===== src/rtl/switch_debouncer.sv =====
// Per-bit two-flop synchroniser and stability-counter debouncer with rise/fall pulses.
// Optional sticky change flags are built only when SW_EVENT_LATCH_EN is defined.
module switch_debouncer #(
    parameter int N_SW            = 10,
    parameter int DEBOUNCE_CYCLES = 50000,
    parameter int CNT_W           = 16
) (
    input  logic            clk,
    input  logic            nreset,
    input  logic [N_SW-1:0] sw_raw,
    output logic [N_SW-1:0] sw_stable,
    output logic [N_SW-1:0] sw_rise,
    output logic [N_SW-1:0] sw_fall,
    output logic            sw_any_change,
    input  logic [N_SW-1:0] evt_clr,
    output logic [N_SW-1:0] evt_sticky
);

    localparam logic [CNT_W-1:0] CNT_LAST = CNT_W'(DEBOUNCE_CYCLES - 1);

    logic [N_SW-1:0] sync1_q, sync2_q;
    logic [N_SW-1:0] stable_q, stable_d;
    logic [N_SW-1:0] rise_q, rise_d;
    logic [N_SW-1:0] fall_q, fall_d;
    logic            any_q, any_d;
    logic [N_SW-1:0] differ, accept;

    assign differ = sync2_q ^ stable_q;

    // Each bit owns its counter; it only runs while the synchronised input disagrees with the accepted level.
    generate
        for (genvar gi = 0; gi < N_SW; gi++) begin : g_bit
            logic [CNT_W-1:0] cnt_q, cnt_d;

            assign accept[gi] = differ[gi] && (cnt_q == CNT_LAST);

            always_comb begin
                cnt_d = '0;
                if (differ[gi] && !accept[gi]) begin
                    cnt_d = cnt_q + 1'b1;
                end
            end

            always_ff @(posedge clk or negedge nreset) begin
                if (!nreset) begin
                    cnt_q <= '0;
                end else begin
                    cnt_q <= cnt_d;
                end
            end
        end
    endgenerate

    always_comb begin
        stable_d = stable_q ^ accept;
        rise_d   = accept & sync2_q;
        fall_d   = accept & ~sync2_q;
        any_d    = |(rise_d | fall_d);
    end

    always_ff @(posedge clk or negedge nreset) begin
        if (!nreset) begin
            sync1_q  <= '0;
            sync2_q  <= '0;
            stable_q <= '0;
            rise_q   <= '0;
            fall_q   <= '0;
            any_q    <= 1'b0;
        end else begin
            sync1_q  <= sw_raw;
            sync2_q  <= sync1_q;
            stable_q <= stable_d;
            rise_q   <= rise_d;
            fall_q   <= fall_d;
            any_q    <= any_d;
        end
    end

    assign sw_stable     = stable_q;
    assign sw_rise       = rise_q;
    assign sw_fall       = fall_q;
    assign sw_any_change = any_q;

`ifdef SW_EVENT_LATCH_EN
    logic [N_SW-1:0] sticky_q, sticky_d;

    // Setting from the accept event makes the flag rise together with the pulse, and lets set beat clear.
    always_comb begin
        sticky_d = (sticky_q & ~evt_clr) | rise_d | fall_d;
    end

    always_ff @(posedge clk or negedge nreset) begin
        if (!nreset) begin
            sticky_q <= '0;
        end else begin
            sticky_q <= sticky_d;
        end
    end

    assign evt_sticky = sticky_q;
`else
    logic unused_evt_clr;
    assign unused_evt_clr = ^evt_clr;
    assign evt_sticky     = '0;
`endif

endmodule


===== config.mk =====
export PLATFORM = sky130hd
export DESIGN_NAME = switch_debouncer
export DESIGN_NICKNAME = d
export VERILOG_FILES = /design/src/rtl/switch_debouncer.sv
export SDC_FILE = /design/constraint.sdc
export NUM_CORES = 1
export LEC_CHECK = 0
export CORE_ASPECT_RATIO = 0.9
export CORE_MARGIN = 4
export CORE_UTILIZATION = 30
export CTS_BUF_LIST = sky130_fd_sc_hd__clkbuf_16
export DETAILED_ROUTE_END_ITERATION = 7
export PLACE_DENSITY_LB_ADDON = 0.2
export REMOVE_ABC_BUFFERS = 1
export SLEW_MARGIN = 10
export SYNTH_ARGS = -nofsm -noshare
export SYNTH_HDL_FRONTEND = slang
export SYNTH_SLANG_ARGS = --single-unit

===== constraint.sdc =====
create_clock -name clk -period 3.15 [get_ports clk]
set_input_delay 0.63 -clock clk [delete_from_list [all_inputs] [get_ports clk]]
set_output_delay 0.63 -clock clk [all_outputs]
set_load 0.05 [all_outputs]

# Word level (Yosys, flattened, before mapping)
# Cells that the tools add are included.
# Widths: inputs -> output; s select.
totals:
  wordCells: 83
  out_inout_bits: 41
  regBits: 211
classes:
  mux: 10
  addsub: 10
  n_eq_ne: 10
  bitwise: 6
  n_reduce_logical: 31
op_table:
  columns: ["cell", "n"]
  rows:
  - ["$add 16x1->16 const B", 10]
  - ["$eq 16x16->1 const B", 10]
  - ["$mux 16", 10]
  - ["$and 10x10->10", 2]
  - ["$logic_and 1x1->1", 20]
  - ["$xor 10x10->10", 2]
  - ["$logic_not 1->1", 10]
  - ["$not 10->10", 1]
  - ["$or 10x10->10", 1]
  - ["$reduce_or 10->1", 1]

# Depth between registers and ports, before layout
# Gate-level depths: netlist of run 1.
depth:
  depth_word: 5
  mapped_depth: 7
  depth_no_buf: 6

# Least setup slack after synthesis of run 1
# OpenSTA, ideal clock, no wires.
synth_timing:
  kind: "reg-to-reg"
  startpoint: "register g_bit[4].cnt_q[0]"
  endpoint: "register any_q, in the netlist sw_any_change"
  setup_ns: 0.138
  stages_incl_launch_ff: 8
  t_required_ns: 3.012
  t_arrival_ns: 1.724
  slack_ns: 1.288
  cell_sequence: "dfrtp_1 -> ha_1 -> and3_1 -> clkbuf_1 -> and4_1 -> a22oi_1 -> o221ai_1 -> or4_1"
synth_between:
  elab_chain_cells: 5
  elab_cells_between_ends: 6
  cone_classes: "1 x eq/ne; 3 x bitwise; 2 x reduce/logical"
synth_lines:
  columns: ["item", "line_no", "text"]
  rows:
  - ["from (decl)", "33", "logic [CNT_W-1:0] cnt_q, cnt_d;"]
  - ["from (signal assigned)", "48", "cnt_q <= cnt_d;"]
  - ["$eq 16x16->1 *", "35", "assign accept[gi] = differ[gi] && (cnt_q == CNT_LAST);"]
  - ["$logic_and 1x1->1 *", "35", null]
  - ["$and 10x10->10, on equally long branches", "56, 57", null]
  - ["$or 10x10->10 *", "58", "any_d = |(rise_d | fall_d);"]
  - ["$reduce_or 10->1 *", "58", null]
  - ["named net any_d", "25", "logic any_q, any_d;"]
  - ["to (signal assigned)", "75", "any_q <= any_d;"]
  - ["to (decl)", "25", null]
# The timed path passes the listed nets; every way through them passes the cells marked *.

==> results by stage, run 1 <==
Drt:
- Once detail routing completed, the nets flagged for antenna violations numbered 0.
- In the routed layout, each cell is associated on average with a via count of between 4 and 5.
- The count of vias placed by the detailed router is roughly 6.0k.
- Before antenna repair, the detailed router went through 4 iterations.
- After the first detailed-routing iteration, the DRC count stood at slightly above 400.
- The final routed wirelength across all metal layers is 17000 um.
- Dividing the detail-routed wire length by the instance count gives 12.5 um.
- The remaining design rule violation count is 0.

Worst setup path:
- Traced cell by cell, the critical path runs through clkdlybuf4s50_1.
- STA classifies the critical path startpoint as a register.
- On the critical path, the stage with the largest delay is an instance of clkdlybuf4s50_1.
- The arrival time of data at the critical path endpoint is roughly 1.8 ns.
- The register-to-register setup slack is 0.99 ns.
- The maximum fanout along the worst path is 6.
- The critical path is of the reg -> out type.
- The maximum single-stage delay on the critical path is 0.85 ns.
- STA puts the critical path data required time at 2.52 ns.
- The worst setup path is captured at an output pin.
- The number of buffer and inverter instances along the worst setup path is 1.
- The top cell family by delay on the critical path is buffers and inverters.

Pwr:
- VDD sags by at most 0.338 mV.
- In this run the static leakage power is roughly 0.0048 uW.
- The power density relative to cell area is 504 mW/mm2.

Yosys:
- The instance count of the mapped netlist is 877.
- The area fraction of the dominant cell type after synthesis is 56.5%.
- Counting flops with an async set or reset pin after synthesis yields a share of 100%.
- The warning count from the yosys run is 0.
- The post-synthesis instance area is 0.00934 mm2.
- The synthesized netlist devotes 23.9% of its cell area to simple gates.
- The area share of xor/xnor cells in the synthesized design is about 14%.
- Of all cell types, the one taking the most synthesized area is dfrtp_1.
- In the synthesized netlist, mux cells make up 1.25% of the area.
- The number of enable flip-flop cells after synthesis is 0.
- The share of the synthesized area in compound gates (AO/OA/AOI/OAI) is less than 1%.
- Synthesis inferred ~210 register bits.
- The main combinational cell family by area after synthesis is simple AND/OR/NAND/NOR gates.
- Each instance of the synthesized netlist takes up on average 10.7 um2.
- Of the total synthesized cell area, the portion taken by full adders, half adders and majority gates is 1.34%.
- Yosys mapped the design onto 37 distinct sky130hd cell types.
- The most common flop cell mapped by yosys is dfrtp_1.
- By area the synthesized netlist is led by dfrtp_1 57%, xor2_1 7.6%, nor2_1 6.9%.
- Of the synthesized area, sequential elements account for 56.5%.

Die:
- The initialized floorplan defines 61 standard-cell rows.
- The effective utilization at floorplan is 30.3%.
- The area of the die is 0.0340 mm2.
- The chip height is 175 um.
- The die width is roughly 190 um.
- The I/O pin count is 63.
- The core region is 0.0308 mm2.

CTS:
- The clock tree root driver cell is clkbuf_16.
- The number of cells upsized or downsized after cts is 0.
- For this design, the CTS-stage hold fixing added 0 buffers.
- CTS built an H-tree with a depth of 1.
- Once the clock tree was built, the setup fixing pass inserted 0 buffers.
- The CTS clock-pin slew for the worst setup and hold paths is around 0.060 ns.
- In this run, CTS created clock tree buffers numbering 25.
- CTS saw ~210 sinks.
- The clock passes through at most 3 buffers.
- At the later pin of the worst-skew pair, clock insertion delay measures around 0.50 ns.
- The clock tree from TritonCTS is built.

Timing:
- For the pin with the worst max-slew slack, the measured transition is between 0.7 and 0.8 ns.
- The final number of hold-violating endpoints is 0.
- The final worst clock skew is 0.00796 ns.
- The minimum clock period after layout is around 2.4 ns.
- The number of failing setup endpoints in the final timing report is 0.
- Of the available clock period, the critical path in the final layout requires a little under 80%.
- Based on the critical path, the design can be clocked at up to 0.411 GHz.
- The sum of negative setup slack is 0 ns.
- The final worst slack is 0.715 ns.
- The max-slew violation total from the final report was 0.
- The smallest hold slack is 0.0770 ns.
- The headroom to the max-slew limit is between 50% and 60%.
- Setup repair after global routing left no endpoint under its margin.

Global routing:
- The via count of the first global-routing pass is 6079.
- The first global-routing pass estimated 30500 um of wire.
- The total global-route track usage is 10.2%.
- Global routing finished with a remaining overflow of 0.
- The initial antenna violation count came to 0.
- Entering global routing, the biggest net connects 73 pins.

Cells and area:
- In the final layout, the share of cells above drive strength 1 is 5.26%.
- Summing all non-filler instances in the final layout gives an area of 0.0109 mm2.
- The relative area change from synthesis to final layout is 16.9%.
- The post-route non-filler standard cell count is between 1k and 1.5k.
- The number of nets at the end of the flow is 966.
- 0 antenna diodes ended up in the layout.

Min path:
- The path class of the lowest-slack min-delay path is in -> async.

Placed design:
- Once placement finished, the instance area stood at roughly 0.010 mm2.
- The post-placement setup slack is approximately 0.99 ns.
- The congestion estimate from routability-driven global placement came to 0.745.
- The post-DP HPWL is 10900 um.
- The number of buffers inserted by port buffering is 42.
- The number of placed instances with taps included is between 1k and 1.5k.

Run:
- The tool flagged a number of max-cap violations equal to 0.

Status:
- The flow ran to the end, and the final reports show no timing, DRC or antenna violations.
==> area by class of cell <==
| class | count | area, um2 |
|---|---|---|
| fill | 3129 | 19900 |
| sequential | 211 | 5280 |
| multi-input combinational | 640 | 3910 |
| clock buffer | 25 | 626 |
| tap | 409 | 512 |
| timing repair buffer | 45 | 473 |
| clock inverter | 18 | 80.1 |
| inverter | 11 | 41.3 |
==> kinds of logic after synthesis <==
| family | count (synthesis) |
|---|---|
| multiplexers | 10 |
| flip-flops | 211 |
| buffers and inverters | 35 |
| AND/OR/NAND/NOR | 447 |
| XOR/XNOR | 152 |
| adder cells (fa/ha/maj) | 10 |
| other | 1 |
| AO/OA/AOI/OAI | 11 |
==> layout by cell type (no fill, tap or decap), drive strengths merged, types with 22 or more instances in the layout <==
| cell type | instances |
|---|---|
| nor3b | 22 |
| and3 | 38 |
| nand2 | 67 |
| nand4 | 34 |
| xor2 | 81 |
| dfrtp | 211 |
| nor2 | 171 |
| xnor2 | 71 |
| nand3 | 48 |
| clkdlybuf4s50 | 41 |
| clkbuf | 25 |
==> stage by stage <==
step | util, % | total power [uW]
floorplan | - | 2940
global placement | 33.1 | 3050
detailed placement | 33.1 | 3050
CTS | 35.4 | 5630
global route | 35.4 | 5770
finish | 35.4 | 5500
==> worst reg2reg max path, delay by kind of cell (launching register included) <==
family           cells  cell delay (ns)
AND/OR/NAND/NOR      4             1.31
AO/OA/AOI/OAI        1             0.35
flip-flops           1             0.44
==> metal layers <==
| metal | vias up | part of all wire, % | track usage (%) |
|---|---|---|---|
| li1 | 3046 | - | - |
| met2 | 62 | 42 | 15.1 |
| met1 | 2860 | 53 | 15.5 |
| met3 | 28 | 3.0 | 1.88 |
| met4 | 0 | 2.3 | 2.61 |
| met5 | - | 0 | 0 |
==> flip-flops by register name (all words and copies together), names as in the netlist, named ones only <==
register,count
g_bit.cnt_q,160
sw_fall,10
sw_rise,10
sync1_q,10
sync2_q,10
sw_any_change,1
==> power breakdown <==
| group | total [uW] | internal (uW) | switching [uW] |
|---|---|---|---|
| logic | 193 | 56.8 | 136 |
| registers | 2800 | 2760 | 41.0 |
| clock network | 2510 | 1430 | 1080 |
==> path summary, 6_finish.rpt <==
| check | from | to | cells past startpoint |
|---|---|---|---|
| max | register | sw_stable[3] | 1 |
| min | nreset | g_bit[0].cnt_q[6] | 1 |
| max reg2reg | g_bit[3].cnt_q[4] | sw_any_change | 5 |
| min reg2reg | sync1_q[0] | sync2_q[0] | 0 |
| max in group asynchronous | nreset | sw_any_change | 2 |
| min in group clk | sync1_q[0] | sync2_q[0] | 0 |
==> synthesized netlist by cell type (2+ instances only) <==
cell type	count
and3_1	37
buf_6	2
a21oi_1	3
nor4_1	3
nand2_1	65
dfrtp_1	211
inv_1	11
or4_1	3
and2_1	3
mux2_2	8
nand4_1	34
nor4b_1	10
nor2_1	171
nand3_1	48
nor4bb_1	4
buf_4	11
o22ai_1	3
or2_2	2
o21ai_0	3
ha_1	10
nor3b_1	22
and4_1	13
nor3_1	21
xor2_1	81
nor2b_1	2
xnor2_1	71
or3_1	6
clkbuf_1	10
No activity file was read; power rests on OpenSTA's default activity.
==> run 2, diff against run 1 <==
Clock period 3.15 ns to 2.3 ns, I/O delays scaled along.
==> results by stage, run 2 (synthesis gave the netlist of run 1 again) <==
Status:
- The flow ran to the end, and the final reports show no timing, DRC or antenna violations.

Placed design:
- The number of buffers inserted by port buffering is 42.
- The cell area reported after detailed placement is 0.0103 mm2.
- The number of placed instances with taps included is 1328.
- Routability-driven placement finished with a final weighted congestion of 0.738.
- OpenSTA, run right after detailed placement, puts the worst setup slack at about 0.26 ns.
- After legalization and detailed placement, the total HPWL measured roughly 11000 um.

Cells and area:
- The library cell used most frequently in the layout, excluding fill and tap cells, is dfrtp_1.
- In the final design database the tool counted 980 nets.
- The finished layout holds roughly 1.4k standard cells, fillers aside.
- The number of antenna repair diodes is 0.
- The register with the most flip-flops in the layout has between 150 and 200 of them.
- After routing the design area is 0.0112 mm2.
- Relative to the synthesized area, the layout overhead comes to 20.0%.
- The top cell types in the final layout, fill and taps aside, are 211 x dfrtp_1, 171 x nor2_1, 81 x xor2_1.
- The share of post-route cells with drive strength above 1 is 7.45%.
- The largest register by flop count is g_bit.cnt_q.

Pwr:
- In this run the static leakage power is 0.00496 uW.
- The power density relative to cell area is between 700 and 800 mW/mm2.
- The maximum VDD drop is between 0.4 and 0.5 mV.

Timing:
- Setup violations remaining at the end of the flow were counted as 0.
- Measured against its own limit, the worst slew margin works out to a little under three fifths.
- The max-slew violation total from the final report is 0.
- The final worst clock skew is about 0.012 ns.
- The portion of the clock cycle consumed by the worst path in the final layout is between 90 and 100%.
- The final worst slack is between 0.07 and 0.08 ns.
- The smallest clock period supported by the final layout is computed as 2.23 ns.
- The final number of hold-violating endpoints is 0.
- Setup repair after global routing left no endpoint under its margin.
- Setup total negative slack on the finished layout was measured at 0 ns.
- The slew at the pin closest to its max-slew limit is 0.664 ns.
- Derived from the worst setup path, the maximum achievable clock frequency is 0.449 GHz.

Worst setup path:
- The cell depth of the worst flop-to-flop path is 5.
- For this run, the slowest stage of the critical path takes 0.84 ns.
- The register-to-register setup slack is roughly 0.22 ns.
- The arrival time of data at the critical path endpoint is 1.77 ns.
- The critical path goes through clkdlybuf4s50_1.
- The startpoint type of the worst setup path is a register.
- By startpoint and endpoint, the worst setup path is classified as reg -> out.
- The launch instance of the worst register-to-register path is g_bit[3].cnt_q[5].
- The number of buffer and inverter instances along the worst setup path is 1.
- The kind of end point of the critical path is an output pin.
- Broken down by cell family, the worst path's largest delay share belongs to buffers and inverters.
- The critical-path cell with the highest stage delay is clkdlybuf4s50_1.
- For the worst setup path, the data required time is 1.84 ns.
- The maximum fanout along the worst path is 5.

Min path:
- The min-delay analysis places its worst path in the category reg -> reg.
- The path with the worst hold slack has its endpoint at sync2_q[6].
- The hold path startpoint is sync1_q[6].
- Along the worst hold path, the cell count comes to 0.

Drt:
- The count of vias placed by the detailed router is 6082.
- The count of antenna-violating nets left after detailed routing is 0.
- The routed design has 17100 um of wire.
- In this run, the number of DRC markers left after iteration 0 of detailed routing was 267.
- The remaining design rule violation count is 0.
- The length of the first detailed-routing pass in iterations is 4.
- Dividing the detail-routed via count by the number of cells gives 4.42.
- The routed wirelength normalized by instance count is 12.4 um.

Global routing:
- The fraction of met1 tracks used by global routing is 14.2%.
- The largest net degree at the start of global routing is 67.
- The initial antenna violation count came to 0.
- After global routing the overflow that remains totals 0.
- The total global-route track usage is approximately a tenth.
- In the global route stage, met2 resource usage came out at 15.8%.
- The via count of the first global-routing pass is around 6.1k.
- The most crowded layer after global routing is met2.
- The global-route wire length before repair is 29800 um.
- The global routing met3 resource utilization is under 10%.

CTS:
- For this design, the sink count on the clock tree is 211.
- For the worst-skew pair, the clock arrives at the later sink with an insertion delay of 0.52 ns.
- The number of H-tree branching levels is 1.
- The number of buffers created by CTS is 26.
- After clock tree synthesis, the clock-pin slew on the worst setup and hold paths is ~0.060 ns.
- The clock tree root driver cell is clkbuf_16.
- The longest clock path from root to sink contains 3 buffers.
- The clock tree from TritonCTS is built.

Die:
- The effective utilization at floorplan is 30.3%.
- The placement row count is 61.
- The I/O pin count is 63.
- The die is 194 um wide.
- From bottom edge to top edge, the die measures approximately 180 um.
- The area of the die is 0.0340 mm2.
- The standard cell core area is just over 0.03 mm2.

Run:
- The number of maximum-capacitance violations is 0.
## run 2: power by group
group,internal (uW),switching [uW]
clock network,2680,1550
registers,3770,55.5
logic,84.0,190
## run 2: worst max path at each step
stage                                  from             to  cells after the start  slack, ns
after floorplan           g_bit[3].cnt_q[4]       register                      4       0.43
after CTS                          register   sw_stable[0]                      1      0.003
final                              register   sw_stable[1]                      1       0.07
after detailed placement  g_bit[4].cnt_q[0]  sw_any_change                      6       0.26
after global routing               register   sw_stable[5]                      1      0.001
after global placement    g_bit[4].cnt_q[0]  sw_any_change                      6       0.26
## run 2: stage by stage
| stage | utilization, % | hold slack, ns | power (uW) |
|---|---|---|---|
| floorplan | - | 0.164 | 4020 |
| global placement | 33.4 | 0.333 | 4180 |
| detailed placement | 33.4 | 0.336 | 4180 |
| CTS | 36.3 | 0.350 | 8500 |
| global route | 36.4 | 0.352 | 8700 |
| finish | 36.4 | 0.348 | 8330 |
## run 2: layout make-up
| cell class | count | area, um2 |
|---|---|---|
| fillers | 3102 | 19600 |
| flip-flops and latches | 211 | 5280 |
| multi-input cells | 640 | 3910 |
| clock buffers | 27 | 676 |
| repair buffers | 58 | 573 |
| well taps | 409 | 512 |
| clock inverters | 20 | 225 |
| inverters | 11 | 41.3 |
## run 2: layer usage
metal  wire length (um)  vias to the layer above
met5                  0                        -
met4                394                        0
met3                586                       30
met2               7490                       62
met1               8630                     2903
li1                   -                     3087
## run 2: timing repair
item | 4_1_cts | 5_1_grt
setup buffers | 0 | 0
endpoints found under the hold margin | 59 | 0
hold buffers | 1 | 0
endpoints found under the setup margin | 4 | 2
gates resized for setup | 4 | 2
==> run 3, diff against run 2 <==
Settings changed: CTS_CLUSTER_SIZE from default to 10, MAX_ROUTING_LAYER from default to met4.
==> results by stage, run 3 (synthesis gave the netlist of run 1 again) <==
Worst setup path:
- The arrival time of data at the critical path endpoint is 1.76 ns.
- For flop-to-flop paths, the worst setup slack is 0.23 ns.
- The startpoint identified for the worst register-to-register timing path is g_bit[3].cnt_q[5].
- The kind of critical path is reg -> out.
- Data on the critical path is required at its endpoint by 1.84 ns.
- The critical path goes through clkdlybuf4s50_1.
- The maximum single-stage delay on the critical path is 0.85 ns.
- The kind of end point of the critical path is an output pin.
- The maximum fanout along the worst path is 5.
- The startpoint type of the worst setup path is a register.
- The critical-path cell with the highest stage delay is clkdlybuf4s50_1.
- Together, buffers and inverters on the worst path number 1.
- The top cell family by delay on the critical path is buffers and inverters.

Cells and area:
- g_bit.cnt_q holds more flip-flops than any other register.
- The relative area change from synthesis to final layout is 18.3%.
- The register with the most flip-flops in the layout has 160 of them.
- The number of nets at the end of the flow is 981.
- The share of post-route cells with drive strength above 1 is 6.34%.
- The final instance area is 0.0111 mm2.
- The repair_antennas step left the layout with diodes totalling 0.
- The post-route non-filler standard cell count is 1371.
- In the layout the commonest cells are 211 x dfrtp_1, 171 x nor2_1, 81 x xor2_1.
- The most common library cell in the layout ignoring fill and taps is dfrtp_1.

Pwr:
- VDD sags by at most 0.497 mV.
- For this design the ratio of total power to cell area is between 600 and 700 mW/mm2.
- In this run the static leakage power is 0.00490 uW.

Global routing:
- The global routing usage on met2 is 15.9%.
- The final global-route overflow total is 0.
- Global routing used between 10% and 20% of the available met1 tracks.
- The total global-route track usage is 10.4%.
- The initial antenna violation count is 0.
- The global routing met3 resource utilization is 2.07%.
- The via count of the first global-routing pass came to 6152.
- The most crowded layer after global routing is met2.
- The first global-routing pass estimated 29900 um of wire.
- The largest net degree at the start of global routing is between 60 and 70.

CTS:
- The clock tree from TritonCTS is built.
- The clock latency of the later-clocked register in the worst-skew pair is 0.51 ns.
- The number of sinks on the clock net is 211.
- CTS built an H-tree with a depth of 1.
- The longest clock path from root to sink contains 3 buffers.
- The number of buffers created by CTS is 27.
- The CTS clock-pin slew for the worst setup and hold paths is roughly 0.05 ns.
- Post-CTS timing repair inserted 0 buffers for setup.
- The clock tree root driver cell is clkbuf_16.

Timing:
- In the final timing run, aggregate negative setup slack is 0 ns.
- The portion of the clock cycle consumed by the worst path in the final layout is 96.7%.
- At the pin with the least slew margin, the transition time is 0.678 ns.
- Hold timing on the final database bottoms out at a slack of approximately 0.35 ns.
- The worst path meets setup with 0.0755 ns of slack.
- In this run the tightest slew margin relative to its limit is 54.4%.
- The fmax is 0.450 GHz.
- Setup violations remaining at the end of the flow were counted as 0.
- Setup repair after global routing left no endpoint under its margin.
- The final number of hold-violating endpoints is 0.
- The max-slew violation total from the final report was 0.
- The minimum clock period after layout is about 2.2 ns.
- The final worst clock skew is 0.00935 ns.

Min path:
- In this run the most critical hold path is launched from sync1_q[0].
- The worst hold path belongs to the class reg -> reg.

Die:
- The placement row count is 61.
- The die covers 0.0340 mm2.
- The effective utilization at floorplan is 30.3%.
- The die width is between 150 and 200 um.
- In this run the count of I/O pins placed on the die edge is 63.
- Measured along the y axis, the die boundary spans approximately 180 um.
- The core region is just over 0.03 mm2.

Drt:
- The final routed wirelength across all metal layers is 17200 um.
- Before antenna repair, the detailed router went through 4 iterations.
- After detailed routing, the average wire length per cell comes to 12.5 um.
- The remaining design rule violation count is 0.
- The detailed router finished its first iteration with 291 violations.
- The per-cell via count in the routed design is 4.43.
- The count of antenna-violating nets left after detailed routing is 0.
- The count of vias placed by the detailed router is 6078.

Placed design:
- The final weighted congestion in routability-driven placement is 0.747.
- Detailed placement finished with a half-perimeter wire length of 11300 um.
- The number of placed instances, taps included, is 1328.
- In this run the tool buffered the top-level ports with 42 buffer cells.
- The post-placement setup slack is 0.256 ns.
- After detailed placement, the total cell area comes to 0.0103 mm2.

Status:
- The run finished with clean final reports.

Run:
- The number of maximum-capacitance violations is 0.
run 3: cell types whose count changed in the layout (fill, tap and decap cells not counted), sizes merged:
cell          delta
bufinv           -5
dlymetal6s2s     +1
dlygate4sd2      -1
inv              +4
clkinv           -3
clkinvlp         -1
run 3: area by class of cell:
| type | instances | area, um2 |
|---|---|---|
| multi-input combinational | 640 | 3910 |
| inverter | 11 | 41.3 |
| tap | 409 | 512 |
| fill | 3110 | 19800 |
| timing repair buffer | 58 | 577 |
| clock inverter | 15 | 61.3 |
| sequential | 211 | 5280 |
| clock buffer | 27 | 676 |
run 3: path summary, 6_finish.rpt:
| kind | end | depth (start not counted) |
|---|---|---|
| setup / recovery | sw_stable[1] | 1 |
| hold / removal | sync2_q[0] | 0 |
| setup reg to reg | register | 5 |
| hold reg to reg | sync2_q[0] | 0 |
| max in group asynchronous | g_bit[1].cnt_q[6] | 3 |
| min in group asynchronous | g_bit[7].cnt_q[13] | 2 |
run 3: worst register-to-register path, stage by stage, from the launching register on:
cell	delay (ns)
dfrtp_1	0.43
nor4_1	0.36
nand3_1	0.11
or4_1	0.58
buf_4	0.19
mux2_4	0.29
run 3: power by group:
part | leakage, uW | switching (uW) | total (uW) | internal [uW]
Sequential | 0.00288 | 55.5 | 3830 | 3780
Combinational | 0.00164 | 190 | 274 | 84.0
Clock | 0.000384 | 1460 | 3550 | 2080
Total | 0.00490 | 1710 | 7650 | 5940
run 3: routing by layer:
metal,up-vias,share of wire (%)
li1,3085,-
met1,2895,51
met2,68,44
met3,30,3.2
met4,0,2.4
met5,-,0
run 3: repair_timing:
item,in CTS,in global routing
setup endpoints to repair,3,3
resized for setup,3,3
hold buffers,1,0
hold endpoints to repair,59,0
run 3: stage by stage:
stage	total power [uW]	util, %
3_3_place_gp	4180	33.4
6_report	7650	35.8
4_1_cts	7830	35.8
2_1_floorplan	4020	-
3_5_place_dp	4180	33.4
5_1_grt	8030	35.8
